$ cat config.mk
export PLATFORM = sky130hd
export DESIGN_NAME = uart_cmd_wrapper
export DESIGN_NICKNAME = d
export VERILOG_FILES = /design/src/rtl/cmd_pkg.sv /design/src/rtl/resp_queue.sv /design/src/rtl/uart_cmd_wrapper.sv
export SDC_FILE = /design/constraint.sdc
export NUM_CORES = 1
export LEC_CHECK = 0
export BUFFER_PORTS_ARGS = -buffer_cell sky130_fd_sc_hd__buf_2
export CORE_MARGIN = 5
export CORE_UTILIZATION = 45
export DETAILED_ROUTE_END_ITERATION = 16
export GPL_TIMING_DRIVEN = 0
export MAX_ROUTING_LAYER = met4
export PLACE_DENSITY = 0.69
export SLEW_MARGIN = 10
export SYNTH_ARGS = -nofsm -noshare
export SYNTH_HDL_FRONTEND = slang
export SYNTH_SLANG_ARGS = --single-unit
export TNS_END_PERCENT = 100
$ cat constraint.sdc
create_clock -name clk -period 5.4 [get_ports clk]
set_input_delay 0.54 -clock clk [delete_from_list [all_inputs] [get_ports clk]]
set_output_delay 0.54 -clock clk [all_outputs]
set_load 0.005 [all_outputs]
$ cat src/rtl/cmd_pkg.sv
// Shared types and constants for the UART command wrapper: FSM state encodings,
// command opcodes and a byte-insertion helper for the 24-bit command word.
package cmd_pkg;

    typedef enum logic [1:0] {
        RX_WAIT_B1 = 2'd0,
        RX_WAIT_B2 = 2'd1,
        RX_WAIT_B3 = 2'd2,
        RX_HOLD    = 2'd3
    } rx_state_e;

    typedef enum logic {
        TX_IDLE = 1'b0,
        TX_BUSY = 1'b1
    } tx_state_e;

    localparam logic [7:0] OP_READ   = 8'h02;
    localparam logic [7:0] OP_WRITE  = 8'h03;
    localparam logic [7:0] OP_STATUS = 8'h07;
    localparam logic [7:0] OP_NOP    = 8'h09;

    // Byte 0 lands in [23:16], byte 1 in [15:8], byte 2 in [7:0].
    function automatic logic [23:0] put_byte(input logic [23:0] cmd,
                                             input logic [1:0]  idx,
                                             input logic [7:0]  b);
        logic [23:0] v;
        v = cmd;
        case (idx)
            2'd0:    v[23:16] = b;
            2'd1:    v[15:8]  = b;
            default: v[7:0]   = b;
        endcase
        return v;
    endfunction

endpackage

$ cat src/rtl/resp_queue.sv
// Response transmit path: one-entry pending buffer in front of the UART
// transmitter, with a same-cycle bypass when idle and empty.
module resp_queue
    import cmd_pkg::*;
(
    input  logic       clk,
    input  logic       rst_n,
    input  logic       send_resp,
    input  logic [7:0] resp_data,
    input  logic       tx_done,
    output logic       trmt,
    output logic [7:0] tx_data,
    output logic       resp_sent,
    output logic       resp_ovf
);

    tx_state_e  r_state;
    logic       r_pend_vld;
    logic [7:0] r_pend_data;
    logic [7:0] r_tx_data;
    logic       r_trmt;
    logic       r_ovf;

    assign resp_sent = (r_state == TX_BUSY) && tx_done;
    assign trmt      = r_trmt;
    assign tx_data   = r_tx_data;
    assign resp_ovf  = r_ovf;

    always_ff @(posedge clk or negedge rst_n) begin
        if (!rst_n) begin
            r_state     <= TX_IDLE;
            r_pend_vld  <= 1'b0;
            r_pend_data <= 8'h00;
            r_tx_data   <= 8'h00;
            r_trmt      <= 1'b0;
            r_ovf       <= 1'b0;
        end else begin
            r_trmt <= 1'b0;
            case (r_state)
                TX_IDLE: begin
                    if (r_pend_vld) begin
                        // Pop and refill in the same cycle: a new request is never dropped here.
                        r_tx_data  <= r_pend_data;
                        r_trmt     <= 1'b1;
                        r_state    <= TX_BUSY;
                        r_pend_vld <= send_resp;
                        if (send_resp) begin
                            r_pend_data <= resp_data;
                        end
                    end else if (send_resp) begin
                        r_tx_data <= resp_data;
                        r_trmt    <= 1'b1;
                        r_state   <= TX_BUSY;
                    end
                end
                TX_BUSY: begin
                    if (send_resp) begin
                        if (!r_pend_vld) begin
                            r_pend_vld  <= 1'b1;
                            r_pend_data <= resp_data;
                        end else begin
                            r_ovf <= 1'b1;
                        end
                    end
                    if (tx_done) begin
                        r_state <= TX_IDLE;
                    end
                end
                default: r_state <= TX_IDLE;
            endcase
        end
    end

endmodule

$ cat src/rtl/uart_cmd_wrapper.sv
// Assembles 3-byte commands from a UART receiver with an inter-byte timeout,
// and queues single-byte responses to the UART transmitter.
module uart_cmd_wrapper
    import cmd_pkg::*;
#(
    parameter int unsigned TIMEOUT_CYC = 1_000_000
) (
    input  logic        clk,
    input  logic        rst_n,
    input  logic        rx_rdy,
    input  logic [7:0]  rx_data,
    output logic        clr_rx_rdy,
    output logic [23:0] cmd,
    output logic        cmd_rdy,
    input  logic        clr_cmd_rdy,
    input  logic        send_resp,
    input  logic [7:0]  resp_data,
    output logic        resp_sent,
    output logic        trmt,
    output logic [7:0]  tx_data,
    input  logic        tx_done,
    output logic        resp_ovf
);

    localparam int unsigned CNT_W = (TIMEOUT_CYC > 2) ? $clog2(TIMEOUT_CYC) : 1;
    localparam logic [CNT_W-1:0] TMO_LAST = CNT_W'(TIMEOUT_CYC - 1);

    rx_state_e        r_rx_state;
    logic [23:0]      r_cmd;
    logic             r_cmd_rdy;
    logic [CNT_W-1:0] r_tmo_cnt;

    logic w_mid_cmd;
    logic w_tmo;

    assign w_mid_cmd  = (r_rx_state == RX_WAIT_B2) || (r_rx_state == RX_WAIT_B3);
    assign w_tmo      = w_mid_cmd && (r_tmo_cnt == TMO_LAST);
    assign clr_rx_rdy = rx_rdy && (r_rx_state != RX_HOLD);
    assign cmd        = r_cmd;
    assign cmd_rdy    = r_cmd_rdy;

    always_ff @(posedge clk or negedge rst_n) begin
        if (!rst_n) begin
            r_rx_state <= RX_WAIT_B1;
            r_cmd      <= 24'h000000;
            r_cmd_rdy  <= 1'b0;
            r_tmo_cnt  <= '0;
        end else begin
            case (r_rx_state)
                RX_WAIT_B1: begin
                    if (rx_rdy) begin
                        r_cmd      <= put_byte(r_cmd, 2'd0, rx_data);
                        r_rx_state <= RX_WAIT_B2;
                        r_tmo_cnt  <= '0;
                    end
                end
                RX_WAIT_B2, RX_WAIT_B3: begin
                    if (rx_rdy) begin
                        r_tmo_cnt <= '0;
                        // A byte arriving on the timeout cycle starts a fresh command.
                        if (w_tmo) begin
                            r_cmd      <= put_byte(r_cmd, 2'd0, rx_data);
                            r_rx_state <= RX_WAIT_B2;
                        end else if (r_rx_state == RX_WAIT_B2) begin
                            r_cmd      <= put_byte(r_cmd, 2'd1, rx_data);
                            r_rx_state <= RX_WAIT_B3;
                        end else begin
                            r_cmd      <= put_byte(r_cmd, 2'd2, rx_data);
                            r_rx_state <= RX_HOLD;
                            r_cmd_rdy  <= 1'b1;
                        end
                    end else if (w_tmo) begin
                        r_rx_state <= RX_WAIT_B1;
                        r_tmo_cnt  <= '0;
                    end else begin
                        r_tmo_cnt <= r_tmo_cnt + CNT_W'(1);
                    end
                end
                RX_HOLD: begin
                    if (clr_cmd_rdy) begin
                        r_cmd_rdy  <= 1'b0;
                        r_rx_state <= RX_WAIT_B1;
                    end
                end
                default: r_rx_state <= RX_WAIT_B1;
            endcase
        end
    end

    resp_queue u_resp_queue (
        .clk       (clk),
        .rst_n     (rst_n),
        .send_resp (send_resp),
        .resp_data (resp_data),
        .tx_done   (tx_done),
        .trmt      (trmt),
        .tx_data   (tx_data),
        .resp_sent (resp_sent),
        .resp_ovf  (resp_ovf)
    );

endmodule

# Yosys cells after proc, flatten, opt, wreduce, memory -nomap -nowiden
# Cells that the tools add are included.
totals:
  inputBits: 22
  regBits: 67
classes:
  n_bitwise: 4
  add_sub_neg: 1
  n_reduce_logical: 18
  mux: 35
  eq_ne: 16
ops:
  columns: ["cell", "count"]
  rows:
  - ["2-to-1 mux 24 bit", 3]
  - ["2-to-1 mux 20 bit", 3]
  - ["case mux 24 bit (2 select lines)", 1]
  - ["2-to-1 mux 8 bit", 5]
  - ["case mux 20 bit (2 select lines)", 1]
  - ["adder 20 x 1 -> 20 bit, second input constant", 1]
  - ["== test 20 bit, second input constant", 1]
  - ["inequality test 2 bit, second input constant", 10]
  - ["2-to-1 mux 16 bit", 1]
  - ["case mux 8 bit (2 select lines)", 1]
  - ["AND reduction 5 bit", 3]
  - ["2-to-1 mux 1 bit", 11]
  - ["2-to-1 mux 2 bit", 5]
  - ["AND reduction 4 bit", 2]
  - ["case mux 1 bit (2 select lines)", 3]
  - ["case mux 2 bit (3 select lines)", 1]
  - ["AND reduction 3 bit", 2]
  - ["nonzero test 2 bit", 3]
  - ["== test 2 bit, second input constant", 2]
  - ["NOT 1 bit", 4]
  - ["AND reduction 2 bit", 2]
  - ["logical AND 1 bit", 3]
  - ["inequality test 3 bit, second input constant", 1]
  - ["== test 2 x 1 -> 1 bit, second input constant", 1]
  - ["other kinds (4)", 4]

# Logic depth before layout (Yosys ltp)
logic_depth:
  depth_word: 6
  depth_mapped: 8
  ltp_nobuf: 7

# Modules after synthesis
# Synthesis repeated with hierarchy kept, for this count alone.
hier_totals:
  hier_cells: 327
  area_unflattened_um2: 3382.0
modules_own_cells:
  columns: ["mod", "cells_per_inst", "n_inst", "area_per_inst_um2"]
  rows:
  - ["uart_cmd_wrapper", 252, 1, 2491.1]
  - ["resp_queue", 75, 1, 890.9]

# Least setup slack after synthesis
# OpenSTA, ideal clock, no wires.
synth_path:
  path_type: "register to register"
  startpoint: "reg r_rx_state[1]"
  endpoint: "reg r_cmd[16], in the netlist cmd[16]"
  stages_incl_launch_ff: 8
  n_path_buf: 0
  arrival_time_ns: 1.925
  setup_ns: 0.125
  required_time_ns: 5.275
  slack_ns: 3.351
  cell_sequence: "dfrtp_1 > inv_1 > ha_1 > inv_1 > or4_1 > o22ai_1 > nand2_2 > mux2_2"
synth_via:
  elab_chain_cells: 5
  word_cells_on_any_way: 12
  classes_between: "5 x eq/ne; 1 x mux; 6 x reduce/logical"
synth_rtl:
  columns: ["item", "line_no", "rtl"]
  rows:
  - ["start: declaration", "uart_cmd_wrapper.sv:28", "rx_state_e r_rx_state;"]
  - ["start signal: assignment", "uart_cmd_wrapper.sv:44", "r_rx_state <= RX_WAIT_B1;"]
  - ["start signal: assignment", "uart_cmd_wrapper.sv:53", "r_rx_state <= RX_WAIT_B2;"]
  - ["start signal: assignment", "uart_cmd_wrapper.sv:63", "r_rx_state <= RX_WAIT_B2;"]
  - ["== test 2 x 1 -> 1 bit or == test 2 bit (tied branches)", "uart_cmd_wrapper.sv:36, uart_cmd_wrapper.sv:49", null]
  - ["logical OR 1 bit", "uart_cmd_wrapper.sv:36", "assign w_mid_cmd = (r_rx_state == RX_WAIT_B2) || (r_rx_state == RX_WAIT_B3);"]
  - ["logical AND 1 bit", "uart_cmd_wrapper.sv:37", "assign w_tmo = w_mid_cmd && (r_tmo_cnt == TMO_LAST);"]
  - ["inequality test 2 bit (no source line)", null, null]
  - ["AND reduction 4 bit (no source line)", null, null]
  - ["end signal: assignment", "uart_cmd_wrapper.sv:52", "r_cmd <= put_byte(r_cmd, 2'd0, rx_data);"]
  - ["end signal: assignment", "uart_cmd_wrapper.sv:62", "r_cmd <= put_byte(r_cmd, 2'd0, rx_data);"]
  - ["end signal: assignment", "uart_cmd_wrapper.sv:65", "r_cmd <= put_byte(r_cmd, 2'd1, rx_data);"]
  - ["end: declaration", "uart_cmd_wrapper.sv:29", "logic [23:0] r_cmd;"]
# Several ways; a longest one is shown, not always the timed one.
# A chain may end at the register's enable or synchronous reset.

# Worst setup path after layout
layout_path:
  startpoint: "reg r_rx_state[1]"
  endpoint: "reg r_tmo_cnt[8]"
layout_via:
  elab_chain_cells: 6
  word_cells_on_any_way: 12
  classes_between: "3 x eq/ne; 3 x mux; 6 x reduce/logical"
layout_rtl:
  columns: ["item", "line_no", "rtl"]
  rows:
  - ["== test 2 x 1 -> 1 bit or == test 2 bit (tied branches)", "uart_cmd_wrapper.sv:36, uart_cmd_wrapper.sv:49", null]
  - ["logical OR 1 bit", "uart_cmd_wrapper.sv:36", null]
  - ["logical AND 1 bit", "uart_cmd_wrapper.sv:37", null]
  - ["2-to-1 mux 20 bit", "uart_cmd_wrapper.sv:72", "end else if (w_tmo) begin"]
  - ["2-to-1 mux 20 bit", "uart_cmd_wrapper.sv:58", "if (rx_rdy) begin"]
  - ["case mux 20 bit (2 select lines)", "uart_cmd_wrapper.sv:49", "case (r_rx_state)"]
  - ["end signal: assignment", "uart_cmd_wrapper.sv:76", "r_tmo_cnt <= r_tmo_cnt + CNT_W'(1);"]
  - ["end: declaration", "uart_cmd_wrapper.sv:31", "logic [CNT_W-1:0] r_tmo_cnt;"]
# Several ways; a longest one is shown, not always the timed one.

==> reports/qor.csv <==
stage,metric,value,unit
floorplan,rows,31,
cts,clock-sinks,67,
route,drc,0,
pwr,power.static_leakage,1.76,nW
route,via_count,2567,
logic_synthesis,synthFlopType,dfrtp_1,
cells_and_area,areaGrowthSynthToFinish,20.6,%
grt,grtUsageTotal,0.178,
timing,setup_slack,2.91,ns
timing,finalCriticalPeriod,2.49,ns
timing,finalMaxSlewViolations,0,
pwr,p_per_area,481,nW/µm²
cells_and_area,antenna_cells,0,
placed_design,portBuffers,57,
grt,grt_pass1_vias,2478,
floorplan,die_y,95.4,µm
placed_design,place_ws,3.00,ns
cts,clkTransAtPathRegs,0.08,ns
floorplan,initial_utilization,0.457,
logic_synthesis,syn_area,3280,µm²
cts,h-tree-depth,3,
cts,postCtsSetupRepairBufs,0,
placed_design,placed_cell_area,3720,µm²
timing,hold_viol,0,
critical_path,critPathKind,reg -> reg,
floorplan,die_x,95.4,µm
route,dr.pass1.iters,4,
cells_and_area,nFillCells,642,
cells_and_area,layout_common_cells,"67 x dfrtp_1, 56 x buf_2, 36 x nand2_1, 33 x o21ai_0, 24 x mux2_2",
logic_synthesis,synthArstFlopShare,1.00,
route,wl_per_cell,14.9,µm
timing,setup_tns,0,ns
logic_synthesis,synth_edf_count,0,
route,ant_nets,0,
route,drt_iter0_markers,162,
cts,cts_max_path_buffers,2,
timing,tightest_slew,0.827,ns
logic_synthesis,syn_avg_cell_area,10.5,µm²
route,vias_per_cell,5.28,
pwr,max-vdd-ir-drop,340,µV
cts,clock_latency,0.34,ns
cells_and_area,fin_nets,410,
critical_path,end_kind,flip-flop,
timing,fin_skew,0.00935,ns
run_status,outcome,"finished, final reports clean",
grt,grt_max_degree,53,
grt,grt_pass1_wl,12.3,mm
pwr,p_seq_frac,0.386,
logic_synthesis,syn_nets,341,
grt,antenna_found_initial,0,
pwr,internal_power,1.24,mW
placed_design,place_congestion,0.814,
cts,clockRootBuffer,clkbuf_8,
pwr,switching_share,0.349,
floorplan,ioPinCount,59,
logic_synthesis,yosysSeqAreaShare,0.511,
floorplan,core-area,7180,µm²
grt,grt.overflow.total,0,
min_path,min_path_type,in -> async,
cells_and_area,layout_commonest_cell,dfrtp_1,
placed_design,hpwlAfterDp,5.11,mm
cells_and_area,design_area,3950,µm²
cts,cts_hold_buf,0,
timing,fin_crit_sh,0.461,
job,maxCapViolations,0,
pwr,combPwrFrac,0.358,
critical_path,start_kind,flip-flop,
critical_path,crit_fanout,10,
pwr,pwr-share-clk,0.256,
critical_path,worstPathArrival,2.71,ns
cts,cts_tree,done,
logic_synthesis,synth.distinct_cells,45,
cts,numCtsBuffers,9,
cells_and_area,drive_gt1_frac,0.302,
floorplan,dieArea,9090,µm²
logic_synthesis,synthesis.instances,313,
timing,relSlewSlack,0.444,
route,finalWirelength,7.24,mm
pwr,switching_power,0.664,mW
critical_path,required,5.62,ns
logic_synthesis,ys_warn_count,0,
timing,fmax,401,MHz
cts,cts_resized,0,
logic_synthesis,yosys_register_bits,67,
timing,final-setup-viol-count,0,
timing,rsz0062_at_grt,false,
## per-layer routing
metal	GRT usage	wire (µm)	up-vias
met5	-	0	-
met3	0.0442	260	11
met2	0.264	3420	42
li1	-	-	1259
met4	0.0553	99	0
met1	0.242	3450	1255
## flip-flops by register name, indices dropped and copies added (netlist names)
name and flops:
u_resp_queue.trmt 1, u_resp_queue.r_state 1, r_tmo_cnt 20, u_resp_queue.r_pend_vld 1
u_resp_queue.tx_data 8, r_rx_state 2, cmd 24, u_resp_queue.resp_ovf 1
u_resp_queue.r_pend_data 8, cmd_rdy 1
## cells in the mapped netlist, types with 2 or more instances
| library cell | instances | area share |
|---|---|---|
| dfrtp_1 | 67 | 0.51 |
| nand2_1 | 36 | 0.041 |
| o21ai_0 | 33 | 0.050 |
| mux2_2 | 24 | 0.082 |
| inv_1 | 17 | 0.019 |
| mux2i_1 | 12 | 0.037 |
| nor2_1 | 12 | 0.014 |
| a21oi_1 | 11 | 0.017 |
| or3_1 | 11 | 0.021 |
| nand3_1 | 10 | 0.015 |
| a22oi_1 | 9 | 0.021 |
| clkbuf_1 | 6 | 0.0069 |
| ha_1 | 6 | 0.023 |
| and3_1 | 5 | 0.0095 |
| nor3_1 | 5 | 0.0076 |
| nand2b_1 | 4 | 0.0076 |
| and2_1 | 3 | 0.0057 |
| buf_6 | 3 | 0.010 |
| nand4_1 | 3 | 0.0057 |
| o21bai_1 | 3 | 0.0069 |
| o22ai_1 | 3 | 0.0057 |
| a31o_2 | 2 | 0.0053 |
| nand4_2 | 2 | 0.0076 |
| o21ai_2 | 2 | 0.0053 |
| o2bb2ai_1 | 2 | 0.0053 |
| o311ai_0 | 2 | 0.0053 |
| o31ai_1 | 2 | 0.0046 |
## final timing paths
path	start	endpoint	slack [ns]	cells past startpoint
setup / recovery	r_rx_state[1]$_DFFE_PN0P_	r_tmo_cnt[8]$_DFFE_PN0P_	2.91	8
hold / removal	rst_n	cmd[16]$_DFFE_PN0P_	0.05	1
setup reg to reg	r_rx_state[1]$_DFFE_PN0P_	r_tmo_cnt[8]$_DFFE_PN0P_	2.91	8
hold reg to reg	u_resp_queue.resp_ovf$_DFFE_PN0P_	u_resp_queue.resp_ovf$_DFFE_PN0P_	0.46	1
max in group asynchronous	rst_n	u_resp_queue.r_pend_data[5]$_DFFE_PN0P_	4.83	2
min in group clk	resp_data[1]	u_resp_queue.r_pend_data[1]$_DFFE_PN0P_	0.44	2
## worst max-delay path, stage by stage, from the launching register on
cell	delay (ns)
dfrtp_1	0.42
inv_1	0.10
ha_1	0.39
mux2i_1	0.64
nor2_1	0.14
o21ai_2	0.15
clkbuf_2	0.28
or3_1	0.14
o21ai_0	0.09
## power by group through the flow
| stage | clock network [mW] | registers, mW | logic, mW |
|---|---|---|---|
| floorplan | 0 | 0.746 | 0.415 |
| global placement | 0 | 0.736 | 0.666 |
| detailed placement | 0 | 0.741 | 0.683 |
| CTS | 0.496 | 0.734 | 0.684 |
| global route | 0.524 | 0.756 | 0.764 |
| finish | 0.487 | 0.733 | 0.680 |
## stage by stage
stage          instances  utilization  hold WS [ns]  total power [mW]
2_1_floorplan        313            -         0.244              1.16
3_3_place_gp         469        0.514         0.449              1.40
3_5_place_dp         470        0.518         0.427              1.42
4_1_cts              486        0.551        0.0457              1.91
5_1_grt              486        0.551        0.0488              2.04
6_report             486        0.551        0.0479              1.90
## final cells by class
cell class                      instances  area [µm²]  share of cell area
Tap cell                               99         124              0.0313
Multi-Input combinational cell        218        1470               0.373
Clock inverter                          5        83.8              0.0212
Clock buffer                           11         151              0.0383
Inverter                               17        63.8              0.0161
Timing Repair Buffer                   58         315              0.0797
Sequential cell                        67        1680               0.424
Buffer                                 11        65.1              0.0165
## logic make-up after synthesis
family,after synthesis,share of synthesized area
xor gates and xnor gates,1,0.00267
buffers and inverters,28,0.0393
muxes,36,0.119
AOI/OAI and AO/OA,73,0.138
and+or+nand+nor,101,0.164
adders and majority gates,7,0.0259
DFF,67,0.511
(Power assumes the default switching activity.)
